**src/rtl/fetch_stage_if.sv**
```systemverilog
// fetch_stage_if: instruction-memory bus between the fetch stage and memory.
//   imem_req   : one-cycle fetch request strobe (fetch stage -> memory)
//   imem_addr  : fetch address, qualified by imem_req
//   imem_valid : one-cycle response strobe (memory -> fetch stage)
//   imem_rdata : instruction word, qualified by imem_valid
// Handshake: there is no ready/back-pressure. A request is accepted on the
// rising edge where imem_req=1. The memory answers every accepted request
// with exactly one imem_valid pulse, at least one cycle later. The fetch
// stage never has more than one request in flight.
interface fetch_stage_if #(
  parameter int DATA_WIDTH = 32
);
  logic                  imem_req;
  logic [DATA_WIDTH-1:0] imem_addr;
  logic                  imem_valid;
  logic [DATA_WIDTH-1:0] imem_rdata;

  modport master (
    output imem_req,
    output imem_addr,
    input  imem_valid,
    input  imem_rdata
  );

  modport slave (
    input  imem_req,
    input  imem_addr,
    output imem_valid,
    output imem_rdata
  );
endinterface

```
**src/rtl/fetch_stage.sv**
```systemverilog
// fetch_stage: instruction fetch with a single outstanding memory request
// and the IF/ID pipeline register.
// Ports:
//   clk, rst          : clock, asynchronous active-high reset
//   stall             : hold the IF/ID outputs (from hazard logic)
//   PCSrc, PCTarget   : redirect request and target (low two bits ignored)
//   imem              : instruction-memory bus (master side)
//   InstrD, PCD,
//   PCPlus4D, ValidD  : IF/ID register contents
//   fsm_state         : debug view of the FSM (0=ISSUE 1=WAIT 2=HOLD 3=DROP)
module fetch_stage #(
  parameter int                    DATA_WIDTH = 32,
  parameter logic [DATA_WIDTH-1:0] RESET_PC   = 32'hBFC00000
) (
  input  logic                  clk,
  input  logic                  rst,
  input  logic                  stall,
  input  logic                  PCSrc,
  input  logic [DATA_WIDTH-1:0] PCTarget,
  fetch_stage_if.master         imem,
  output logic [DATA_WIDTH-1:0] InstrD,
  output logic [DATA_WIDTH-1:0] PCD,
  output logic [DATA_WIDTH-1:0] PCPlus4D,
  output logic                  ValidD,
  output logic [1:0]            fsm_state
);

  localparam logic [DATA_WIDTH-1:0] NOP  = DATA_WIDTH'(32'h00000013);
  localparam logic [DATA_WIDTH-1:0] FOUR = DATA_WIDTH'(4);

  // ISSUE: free to request; WAIT: request in flight;
  // HOLD: response parked while decode is stalled;
  // DROP: request in flight whose response must be thrown away.
  typedef enum logic [1:0] {ISSUE, WAIT, HOLD, DROP} state_t;

  state_t                state, state_n;
  logic [DATA_WIDTH-1:0] pcf, pcf_n;
  logic [DATA_WIDTH-1:0] hold_instr, hold_instr_n;
  logic [DATA_WIDTH-1:0] hold_pc, hold_pc_n;
  logic [DATA_WIDTH-1:0] instr_n, pcd_n, pcp4_n;
  logic                  valid_n;
  logic                  req;
  logic                  load;
  logic [DATA_WIDTH-1:0] load_instr, load_pc;

  assign imem.imem_req  = req;
  assign imem.imem_addr = pcf;
  assign fsm_state      = state;

  always_comb begin
    state_n      = state;
    pcf_n        = pcf;
    hold_instr_n = hold_instr;
    hold_pc_n    = hold_pc;
    instr_n      = InstrD;
    pcd_n        = PCD;
    pcp4_n       = PCPlus4D;
    valid_n      = ValidD;
    load         = 1'b0;
    load_instr   = '0;
    load_pc      = '0;
    req          = (state == ISSUE) && !PCSrc && !stall;

    if (PCSrc) begin
      // Redirect beats stall. Leaving HOLD is what discards the parked word.
      pcf_n   = {PCTarget[DATA_WIDTH-1:2], 2'b00};
      valid_n = 1'b0;
      instr_n = NOP;
      case (state)
        // A request still in flight must be drained before issuing again;
        // if its response is arriving right now it is simply dropped.
        WAIT, DROP: state_n = imem.imem_valid ? ISSUE : DROP;
        default:    state_n = ISSUE;
      endcase
    end else begin
      case (state)
        ISSUE: begin
          if (req) state_n = WAIT;
        end
        WAIT: begin
          if (imem.imem_valid) begin
            if (stall) begin
              hold_instr_n = imem.imem_rdata;
              hold_pc_n    = pcf;
              state_n      = HOLD;
            end else begin
              load       = 1'b1;
              load_instr = imem.imem_rdata;
              load_pc    = pcf;
              state_n    = ISSUE;
            end
          end
        end
        HOLD: begin
          if (!stall) begin
            load       = 1'b1;
            load_instr = hold_instr;
            load_pc    = hold_pc;
            state_n    = ISSUE;
          end
        end
        DROP: begin
          if (imem.imem_valid) state_n = ISSUE;
        end
        default: state_n = ISSUE;
      endcase

      if (load) begin
        instr_n = load_instr;
        pcd_n   = load_pc;
        pcp4_n  = load_pc + FOUR;
        valid_n = 1'b1;
        pcf_n   = pcf + FOUR;
      end else if (!stall) begin
        // Nothing to hand to decode this cycle: insert a bubble.
        valid_n = 1'b0;
        instr_n = NOP;
      end
    end
  end

  always_ff @(posedge clk or posedge rst) begin
    if (rst) begin
      state      <= ISSUE;
      pcf        <= RESET_PC;
      hold_instr <= NOP;
      hold_pc    <= '0;
      InstrD     <= NOP;
      PCD        <= '0;
      PCPlus4D   <= '0;
      ValidD     <= 1'b0;
    end else begin
      state      <= state_n;
      pcf        <= pcf_n;
      hold_instr <= hold_instr_n;
      hold_pc    <= hold_pc_n;
      InstrD     <= instr_n;
      PCD        <= pcd_n;
      PCPlus4D   <= pcp4_n;
      ValidD     <= valid_n;
    end
  end

endmodule

```
**src/flat_wrapper.sv**
```systemverilog
// flat-port wrapper written by rule: the top's interface ports become plain ports
module fetch_stage_flat 
#(
  parameter int                    DATA_WIDTH = 32,
  parameter logic [DATA_WIDTH-1:0] RESET_PC   = 32'hBFC00000
)
  (clk, rst, stall, PCSrc, PCTarget, InstrD, PCD, PCPlus4D, ValidD, fsm_state, imem_imem_req, imem_imem_addr, imem_imem_valid, imem_imem_rdata);
  fetch_stage_if #(.DATA_WIDTH(DATA_WIDTH)) imem_i ();
  input  logic clk;
  input  logic rst;
  input  logic stall;
  input  logic PCSrc;
  input  logic [DATA_WIDTH-1:0] PCTarget;
  output logic [DATA_WIDTH-1:0] InstrD;
  output logic [DATA_WIDTH-1:0] PCD;
  output logic [DATA_WIDTH-1:0] PCPlus4D;
  output logic ValidD;
  output logic [1:0] fsm_state;
  output wire logic [$bits(imem_i.imem_req)-1:0] imem_imem_req;
  output wire logic [$bits(imem_i.imem_addr)-1:0] imem_imem_addr;
  input wire logic [$bits(imem_i.imem_valid)-1:0] imem_imem_valid;
  input wire logic [$bits(imem_i.imem_rdata)-1:0] imem_imem_rdata;
  assign imem_imem_req = imem_i.imem_req;
  assign imem_imem_addr = imem_i.imem_addr;
  assign imem_i.imem_valid = imem_imem_valid;
  assign imem_i.imem_rdata = imem_imem_rdata;
  fetch_stage #(.DATA_WIDTH(DATA_WIDTH), .RESET_PC(RESET_PC)) u_core (.clk(clk), .rst(rst), .stall(stall), .PCSrc(PCSrc), .PCTarget(PCTarget), .imem(imem_i), .InstrD(InstrD), .PCD(PCD), .PCPlus4D(PCPlus4D), .ValidD(ValidD), .fsm_state(fsm_state));
endmodule
```
**config.mk**
```make
export PLATFORM = sky130hd
export DESIGN_NAME = fetch_stage_flat
export DESIGN_NICKNAME = d
export VERILOG_FILES = /design/src/rtl/fetch_stage_if.sv /design/src/rtl/fetch_stage.sv /design/src/flat_wrapper.sv
export SDC_FILE = /design/constraint.sdc
export NUM_CORES = 1
export LEC_CHECK = 0
export CORE_UTILIZATION = 35
export DETAILED_ROUTE_END_ITERATION = 7
export GPL_TIMING_DRIVEN = 0
export PLACE_DENSITY = 0.68
export SYNTH_ARGS = -nofsm -noshare
export SYNTH_HDL_FRONTEND = slang
export SYNTH_SLANG_ARGS = --single-unit
export TNS_END_PERCENT = 10
```
**constraint.sdc**
```tcl
create_clock -name clk -period 7.47 [get_ports clk]
set_input_delay 1.494 -clock clk [delete_from_list [all_inputs] [get_ports clk]]
set_output_delay 1.494 -clock clk [all_outputs]
set_load 0.03 [all_outputs]
```
==> out/qor.yml, run 1 <==
status:
  status: "complete, no violations"
grt:
  overflow: 0
  grt_max_degree: 133
  grt_pass1_wl_mm: 40.8
  gr-usage-all-layers: 0.202
  antenna_found_initial: 0
  grt_pass1_vias: 7309
place:
  hpwlAfterDp_mm: 19.1
  place_area_sq_um: 11400
  place.gp.congestion: 0.865
  port_buffers: 196
power_and_ir_drop:
  p_leak_uw: 0.00479
  worst_ir_drop_vdd_mv: 0.134
  p_per_area_nw_per_um2: 308
critical_path:
  crit_slowest_cell: "clkdlybuf4s50_1"
  startpoint_type: "input port"
  slowest_delay_ns: 0.66
  critPathMaxFanout: 10
  cp_top_family: "buffers and inverters"
  arrival_ns: 3.94
  crit_buf_inv: 4
  criticalPathCategory: "in2out"
  path_cells: "clkdlybuf4s50_1, clkbuf_1, clkbuf_1, nor3b_1, clkdlybuf4s50_1"
  worst_setup_path_end_kind: "output pin"
  critical_path_required_ns: 5.98
sta:
  slew_violations: 0
  finalSetupViolCount: 0
  fmax_mhz: 184
  fin_skew_ns: 0.0133
  rsz0062_at_grt: "no"
  finalCriticalPeriod_ns: 5.43
  fin_crit_sh: 0.727
  hold_violations: 0
  worstMarginPinSlew_ns: 0.841
  slew_headroom: 0.435
clock_network:
  clock_sinks: 188
  path_clk_slew_ns: 0.07
  clk_latency_ns: 0.44
  cts_resized: 0
  htreeDepth: 4
  post_cts_buffers: 0
  cts_buffer_depth: 2
  cts_tree: "yes"
  hold_buffers: 0
  cts-root-buf: "clkbuf_16"
  cts-buffers-inserted: 17
cells_and_area:
  syn2layout_area_growth_pct: 33.9
  fin_nets: 1137
  final_util: 0.476
  final_area_sq_um: 12000
  final_layout_size_suffix_gt1_frac: 0.143
  diodes: 0
  num-fill-cells: 2357
routing:
  viasPerCell: 5.19
  drc: 0
  drt-initial-drc-count: 460
  ant_nets: 0
  num_vias: 7290
  drt_pre_antenna_iters: 4
  wirelength_mm: 25.6
  routedWlPerCell_um: 18.2
logic_synthesis:
  synth_enable_flop_cells: 0
  synth_most_common_cell: "dfrtp_1"
  seq_area_frac_synth: 0.529
  synthFlopType: "dfrtp_1"
  ys_seq_elements: 188
  yosys.area.top_type: "dfrtp_1"
  synth_common_cells: "dfrtp_1 (173), nand2_1 (144), o21ai_0 (109)"
  ys_warn_count: 0
  synth_area_leaders: "dfrtp_1 (48%), mux2_2 (7.3%), o21ai_0 (6.1%), nand2_1 (6.1%), dfstp_2 (4.4%)"
  synth_top_area_share: 0.485
  ys_types: 60
  async_flop_share: 1.00
  synth_area_per_cell_sq_um: 10.6
  synthCells: 843
  synthesis.area_sq_um: 8930
floorplanning:
  coreArea_sq_um: 25100
  die_area_sq_um: 26200
  std_cell_rows: 58
  die_x_um: 162
  ioPinCount: 201
  initial_utilization: 0.356
  die_h_um: 162
job:
  drv.max_cap_violation_count: 0
hold_path:
  min_path_type: "reg2reg"
## per-layer routing
| metal | track usage | up-vias | wire [um] |
|---|---|---|---|
| met2 | 0.314 | 206 | 11700 |
| met1 | 0.283 | 3624 | 12100 |
| met5 | 0 | - | 0 |
| met4 | 0.0858 | 0 | 732 |
| met3 | 0.0278 | 42 | 1070 |
| li1 | - | 3418 | - |
## cell type report
type                    instances  area [sq um]  area share
clock buffers                  18           439      0.0367
well taps                     330           413      0.0345
flip-flops and latches        188          4720       0.395
repair buffers                198          2000       0.167
clock inverters                14           158      0.0132
plain buffers                  61           294      0.0246
multi-input cells             587          3890       0.326
inverters                       8          37.5     0.00314
## registers in the layout (all words and copies together) (netlist names)
signal and cells:
u_core.PCPlus4D 31, u_core.InstrD 32, u_core.fsm_state 2, u_core.PCD 30
u_core.hold_pc 30, u_core.ValidD 1, u_core.hold_instr 32, u_core.imem.imem_addr 30
## report_power, final
group          internal (uW)  switching [uW]  total, uW
clock                    510             417        927
combinational            521             759       1280
sequential              1300             179       1480
total                   2330            1360       3680
## path summary, 6_finish.rpt
kind,from,end,slack (ns),depth (start not counted)
max reg2reg,u_core.fsm_state[0],u_core.PCPlus4D[24],3.88,14
min in group asynchronous,rst,u_core.hold_instr[30],1.47,2
max in group asynchronous,rst,u_core.imem.imem_addr[30],5.01,3
min reg2reg,u_core.PCD[31],u_core.PCD[31],0.48,2
max,PCSrc,imem_imem_req,2.04,5
min,u_core.PCD[31],u_core.PCD[31],0.48,2
## worst register-to-register path, stage by stage, from the launching register on
cell      delay [ns]
dfrtp_1         0.43
inv_1           0.12
ha_1            0.37
nand2b_1        0.06
buf_2           0.20
clkbuf_1        0.26
buf_1           0.32
nor2_1          0.17
ha_1            0.21
nand3b_1        0.13
nor4_4          0.23
nand4_2         0.33
nor3_1          0.30
xor2_1          0.23
o21ai_0         0.10
## cells in the final DEF, fill, tap and decap left out, types with 17 or more instances in the layout
cell	count
a22oi_1	33
a32oi_1	20
clkbuf_1	36
clkbuf_16	17
clkdlybuf4s50_1	196
dfrtp_1	173
mux2_2	58
nand2_1	144
nor2_1	37
o21ai_0	109
xnor2_1	29
xor2_1	25
## kinds of logic (layout without fill, tap and decap cells)
group / count (synthesis) / count (layout) / synth area share
buffers and inverters: 69 / 299 / 0.0363
other: 1 / 2 / 0.000420
multiplexers: 59 / 59 / 0.0743
XOR/XNOR: 54 / 54 / 0.0530
AND/OR/NAND/NOR: 266 / 266 / 0.155
flip-flops: 188 / 188 / 0.529
adder cells (fa/ha/maj): 7 / 7 / 0.00981
AO/OA/AOI/OAI: 199 / 199 / 0.143
## through the flow
step	hold WS, ns	std cells	total power [uW]	setup slack [ns]	setup TNS, ns
floorplan	0.450	844	2260	0.887	0
global placement	0.462	1370	2730	-1.70	-291.03
CTS	0.484	1404	3710	2.04	0
finish	0.480	1404	3680	2.04	0
detailed placement	0.469	1372	2780	2.06	0
global route	0.502	1404	3870	1.94	0
Power figures use the tool's default switching activity.
==> inputs of run 2 (changes only) <==
clock period = 5.7 ns   (was 7.47 ns; I/O delays follow)
==> out/qor.yml, run 2 (synthesized netlist as in run 1, its figures left out) <==
routing:
  drt-initial-drc-count: 632  # +37%
  viasPerCell: 5.22  # +0.52%
  ant_nets: 0  # unchanged
  num_vias: 7354  # +0.88%
  drc: 0  # unchanged
  wirelength_mm: 25.7  # +0.37%
  routedWlPerCell_um: 18.2  # about the same
  drt_pre_antenna_iters: 5  # +1
critical_path:
  worst_setup_path_end_kind: "output pin"
  path_cells: "clkdlybuf4s50_1, clkbuf_1, clkbuf_1, nor3b_1, clkdlybuf4s50_1"
  critical_path_required_ns: 4.56  # -1.42 ns
  startpoint_type: "input port"
  crit-reg2reg-launch: "u_core.fsm_state[0]"
  timing.rr.end: "u_core.PCPlus4D[30]"
  crit_slowest_cell: "clkdlybuf4s50_1"
  regToRegSetupSlack_ns: 2.02  # -1.86 ns
  slowest_delay_ns: 0.69  # +0.03 ns
  critPathMaxFanout: 10  # unchanged
  r2r_cells: 14  # unchanged
  arrival_ns: 3.66  # -0.28 ns
  criticalPathCategory: "in2out"
clock_network:
  cts_buffer_depth: 2  # unchanged
  clock_sinks: 188  # unchanged
  path_clk_slew_ns: 0.07  # about the same
  cts-root-buf: "clkbuf_16"
  post_cts_buffers: 0  # unchanged
  htreeDepth: 4  # unchanged
  clk_latency_ns: 0.43  # about the same
  cts_resized: 0  # unchanged
  cts_tree: "yes"
  hold_buffers: 0  # unchanged
  cts-buffers-inserted: 17  # unchanged
sta:
  finalSetupViolCount: 0  # unchanged
  worstMarginPinSlew_ns: 0.862  # +0.0214 ns
  slew_violations: 0  # unchanged
  finalCriticalPeriod_ns: 4.80
  rsz0062_at_grt: "no"
  fin_crit_sh: 0.843
  fmax_mhz: 208
  tns_ns: 0  # unchanged
  hold_violations: 0  # unchanged
  fin_skew_ns: 0.00983  # -0.00350 ns
  slew_headroom: 0.421  # -0.0143
grt:
  met1_usage: 0.284  # +0.00175
  grt-busiest-layer: "met2"
  grt_pass1_vias: 7329  # +0.27%
  grt_max_degree: 42  # -68%
  gr-usage-all-layers: 0.204  # +0.00212
  use_met2: 0.318  # +0.00372
  globalRouteMet3Util: 0.0342  # +0.00638
  grt_pass1_wl_mm: 41.3  # +1.2%
  overflow: 0  # unchanged
  antenna_found_initial: 1  # +1
status:
  status: "complete, no violations"
power_and_ir_drop:
  sw_frac_of_total: 0.368  # about the same
  p_leak_uw: 0.00479  # about the same
  p_sw_uw: 1750  # +29%
  p_comb_frac: 0.355  # +0.008
  seq_power_share: 0.408  # +0.007
  p_per_area_nw_per_um2: 397  # +29%
  power.total_uw: 4750  # +29%
  worst_ir_drop_vdd_mv: 0.196  # +46%
  p_int_uw: 3000  # +29%
  power_frac_clock: 0.237  # -0.015
floorplanning:
  std_cell_rows: 58  # unchanged
  coreArea_sq_um: 25100  # unchanged
  ioPinCount: 201  # unchanged
  die_x_um: 162  # unchanged
  initial_utilization: 0.356  # unchanged
  die_area_sq_um: 26200  # unchanged
  die_h_um: 162  # unchanged
cells_and_area:
  multi_input_area_sq_um: 3890  # unchanged
  fin_nets: 1141  # +0.35%
  final_layout_size_suffix_gt1_frac: 0.143  # -0.000399
  num-fill-cells: 2335  # -0.93%
  final_area_sq_um: 12000  # +0.24%
  layout_common_cells: "clkdlybuf4s50_1 (196), dfrtp_1 (173), nand2_1 (144), o21ai_0 (109), mux2_2 (58)"
  regArea_sq_um: 4720  # unchanged
  final_common_cell: "clkdlybuf4s50_1"
  largestRegisters: "u_core.InstrD x32, u_core.hold_instr x32, u_core.PCPlus4D x31"
  syn2layout_area_growth_pct: 34.2
hold_path:
  hold_end: "u_core.InstrD[30]"
  min_from: "u_core.InstrD[30]"
  hold_depth: 2  # unchanged
  min_path_type: "reg2reg"
place:
  place.gp.congestion: 0.856  # -1.0%
  place_area_sq_um: 11400  # +0.67%
  port_buffers: 196  # unchanged
  hpwlAfterDp_mm: 19.6  # +2.6%
job:
  drv.max_cap_violation_count: 0  # unchanged
-- run 2: cell types whose count changed in the layout (fill, tap and decap cells not counted), sizes merged --
cell	previous run	this run
inv	14	9
buf	27	31
clkbuf	54	57
bufinv	2	1
clkinvlp	2	4
diode	0	2
-- run 2: final cells by class --
cell class | count | share of cell area
Sequential cell | 188 | 0.394
Multi-Input combinational cell | 587 | 0.325
Timing Repair Buffer | 202 | 0.173
Clock buffer | 21 | 0.0376
Tap cell | 330 | 0.0345
Buffer | 61 | 0.0245
Clock inverter | 10 | 0.00783
Inverter | 8 | 0.00282
Antenna cell | 2 | 0.000418
-- run 2: metrics by stage --
stage / hold WS [ns] / cells / worst slack, ns / utilization
floorplan: 0.450 / 844 / 2.15 / -
global placement: 0.462 / 1370 / 0.603 / 0.451
detailed placement: 0.469 / 1376 / 0.948 / 0.455
CTS: 0.485 / 1407 / 0.934 / 0.477
global route: 0.511 / 1408 / 0.815 / 0.477
finish: 0.480 / 1409 / 0.897 / 0.477
-- run 2: power by group through the flow --
stage / clock network (uW) / logic [uW] / registers, uW
after floorplan: 0 / 780 / 2180
after global placement: 0 / 1640 / 1940
after detailed placement: 0 / 1690 / 1960
after CTS: 1150 / 1690 / 1930
after global routing: 1210 / 1820 / 1980
final: 1130 / 1690 / 1940
-- run 2: critical path: cells and delay by family --
family,cells,cell delay [ns]
simple gates,1,0.10
buf+inv,4,2.42
-- run 2: worst max path at each step --
stage	from	end	slack (ns)	cells after the start
after floorplan	rst	u_core.InstrD[10]	2.15	1
after CTS	PCSrc	imem_imem_req	0.93	5
after global routing	PCSrc	imem_imem_req	0.81	5
after detailed placement	PCSrc	imem_imem_req	0.95	5
final	PCSrc	imem_imem_req	0.90	5
after global placement	rst	u_core.PCPlus4D[22]	0.60	2
-- run 2: per-layer routing --
| layer | part of all wire | vias to the layer above | wire (um) |
|---|---|---|---|
| met5 | 0 | - | 0 |
| met1 | 0.45 | 3632 | 11600 |
| met4 | 0.027 | 0 | 684 |
| met2 | 0.47 | 256 | 12100 |
| li1 | - | 3427 | - |
| met3 | 0.053 | 39 | 1370 |
==> inputs of run 3 (changes only) <==
PLACE_DENSITY = 0.7   (was 0.68)
clock period = 4 ns   (was 5.7 ns; I/O delays follow)
==> out/qor.yml, run 3 (synthesized netlist as in run 1, its figures left out) <==
status:
  status: "complete, no violations"
sta:
  worstMarginPinSlew_ns: 0.894  # +0.0318 ns
  fmax_mhz: 260
  slew_headroom: 0.399  # -0.0214
  hold_violations: 0  # unchanged
  fin_crit_sh: 0.961
  rsz0062_at_grt: "no"
  slew_violations: 0  # unchanged
  finalSetupViolCount: 0  # unchanged
  setup_ws_ns: 0.158  # -0.739 ns
  fin_skew_ns: 0.0119  # +0.00209 ns
  finalCriticalPeriod_ns: 3.84
grt:
  gr-usage-all-layers: 0.202  # -0.00216
  grt_pass1_vias: 7261  # -0.93%
  overflow: 0  # unchanged
  grt_max_degree: 44  # +4.8%
  antenna_found_initial: 1  # unchanged
  grt_pass1_wl_mm: 40.7  # -1.5%
clock_network:
  hold_buffers: 0  # unchanged
  cts_buffer_depth: 2  # unchanged
  clk_latency_ns: 0.43  # about the same
  clock_sinks: 188  # unchanged
  path_clk_slew_ns: 0.06  # about the same
  htreeDepth: 4  # unchanged
  cts-buffers-inserted: 17  # unchanged
  cts-root-buf: "clkbuf_16"
  cts_tree: "yes"
cells_and_area:
  final_common_cell: "clkdlybuf4s50_1"
  final_area_sq_um: 12000  # +0.52%
  layout_common_cells: "clkdlybuf4s50_1 (196), dfrtp_1 (173), nand2_1 (144), o21ai_0 (109), mux2_2 (58)"
  final_cells: 1409  # unchanged
  final_util: 0.480  # +0.00249
  syn2layout_area_growth_pct: 34.9
  fin_nets: 1141  # unchanged
  final_layout_size_suffix_gt1_frac: 0.144  # +0.000795
  largestRegisters: "u_core.InstrD x32, u_core.hold_instr x32, u_core.PCPlus4D x31"
critical_path:
  arrival_ns: 3.04  # -0.62 ns
  timing.rr.end: "u_core.PCPlus4D[24]"
  criticalPathCategory: "in2out"
  regToRegSetupSlack_ns: 0.34  # -1.68 ns
  critPathMaxFanout: 10  # unchanged
  startpoint_type: "input port"
  worstSetupStartpoint: "PCSrc"
  endpoint: "imem_imem_req"
  critical_path_required_ns: 3.20  # -1.36 ns
  crit-reg2reg-launch: "u_core.fsm_state[1]"
  worst_setup_path_end_kind: "output pin"
  r2r_cells: 14  # unchanged
routing:
  drt_pre_antenna_iters: 5  # unchanged
  wirelength_mm: 25.9  # +0.61%
  routedWlPerCell_um: 18.4  # +0.61%
  viasPerCell: 5.19  # -0.60%
  ant_nets: 0  # unchanged
  drt-initial-drc-count: 488  # -23%
  drc: 0  # unchanged
  num_vias: 7310  # -0.60%
place:
  post-place-cells: 1376  # unchanged
  port_buffers: 196  # unchanged
  place.gp.congestion: 0.892  # +4.2%
  hpwlAfterDp_mm: 19.7  # +0.29%
  place_ws_ns: -0.0423  # -0.991 ns
  place_area_sq_um: 11400  # about the same
power_and_ir_drop:
  p_leak_uw: 0.00483  # +0.69%
  p_per_area_nw_per_um2: 576  # +45%
  power.total_uw: 6940  # +46%
  worst_ir_drop_vdd_mv: 0.282  # +44%
floorplanning:
  ioPinCount: 201  # unchanged
  coreArea_sq_um: 25100  # unchanged
  initial_utilization: 0.356  # unchanged
  std_cell_rows: 58  # unchanged
  die_h_um: 162  # unchanged
  die_area_sq_um: 26200  # unchanged
  die_x_um: 162  # unchanged
job:
  drv.max_cap_violation_count: 0  # unchanged
hold_path:
  min_path_type: "reg2reg"
run 3: stage by stage:
| step | hold WS (ns) | setup TNS (ns) |
|---|---|---|
| after floorplan | 0.450 | 0 |
| after global placement | 0.461 | -127.86 |
| after detailed placement | 0.470 | -0.0802 |
| after CTS | 0.484 | 0 |
| after global routing | 0.507 | 0 |
| final | 0.479 | 0 |
run 3: power by group:
| part | internal (uW) | switching, uW | total [uW] |
|---|---|---|---|
| clock | 1040 | 739 | 1780 |
| sequential | 2430 | 337 | 2760 |
| combinational | 979 | 1420 | 2400 |
| total | 4450 | 2490 | 6940 |
run 3: cell type report:
type,instances,area (sq um)
fill,2348,13100
tap,330,413
clock buffer,24,482
timing repair buffer,202,2070
antenna,1,2.50
sequential,188,4720
multi-input combinational,587,3890
clock inverter,8,134
inverter,8,33.8
buffer,61,295
run 3: how the worst min path moves through the flow:
stage / from / end / slack [ns] / cells after the start
after detailed placement: u_core.PCPlus4D[21] / u_core.PCPlus4D[21] / 0.47 / 2
after global placement: u_core.InstrD[3] / u_core.InstrD[3] / 0.46 / 2
after global routing: u_core.hold_pc[26] / u_core.hold_pc[26] / 0.51 / 2
final: u_core.PCPlus4D[21] / u_core.PCPlus4D[21] / 0.48 / 2
after CTS: u_core.PCPlus4D[21] / u_core.PCPlus4D[21] / 0.48 / 2
after floorplan: u_core.hold_pc[30] / u_core.hold_pc[30] / 0.45 / 2
run 3: worst max-delay path, cell delays in order:
cell	delay, ns
clkdlybuf4s50_1	0.67
clkbuf_2	0.36
clkbuf_1	0.44
nor3b_1	0.10
clkdlybuf4s50_1	0.66
run 3: what timing repair did:
action,in CTS,in global routing
setup buffers,0,0
resized for setup,1,0
setup endpoints to repair,1,0
run 3: layer usage:
metal	vias up	wire, um	track usage
li1	3424	-	-
met1	3630	12100	0.283
met2	221	11800	0.314
met3	35	1240	0.0286
met4	0	639	0.0832
met5	-	0	0
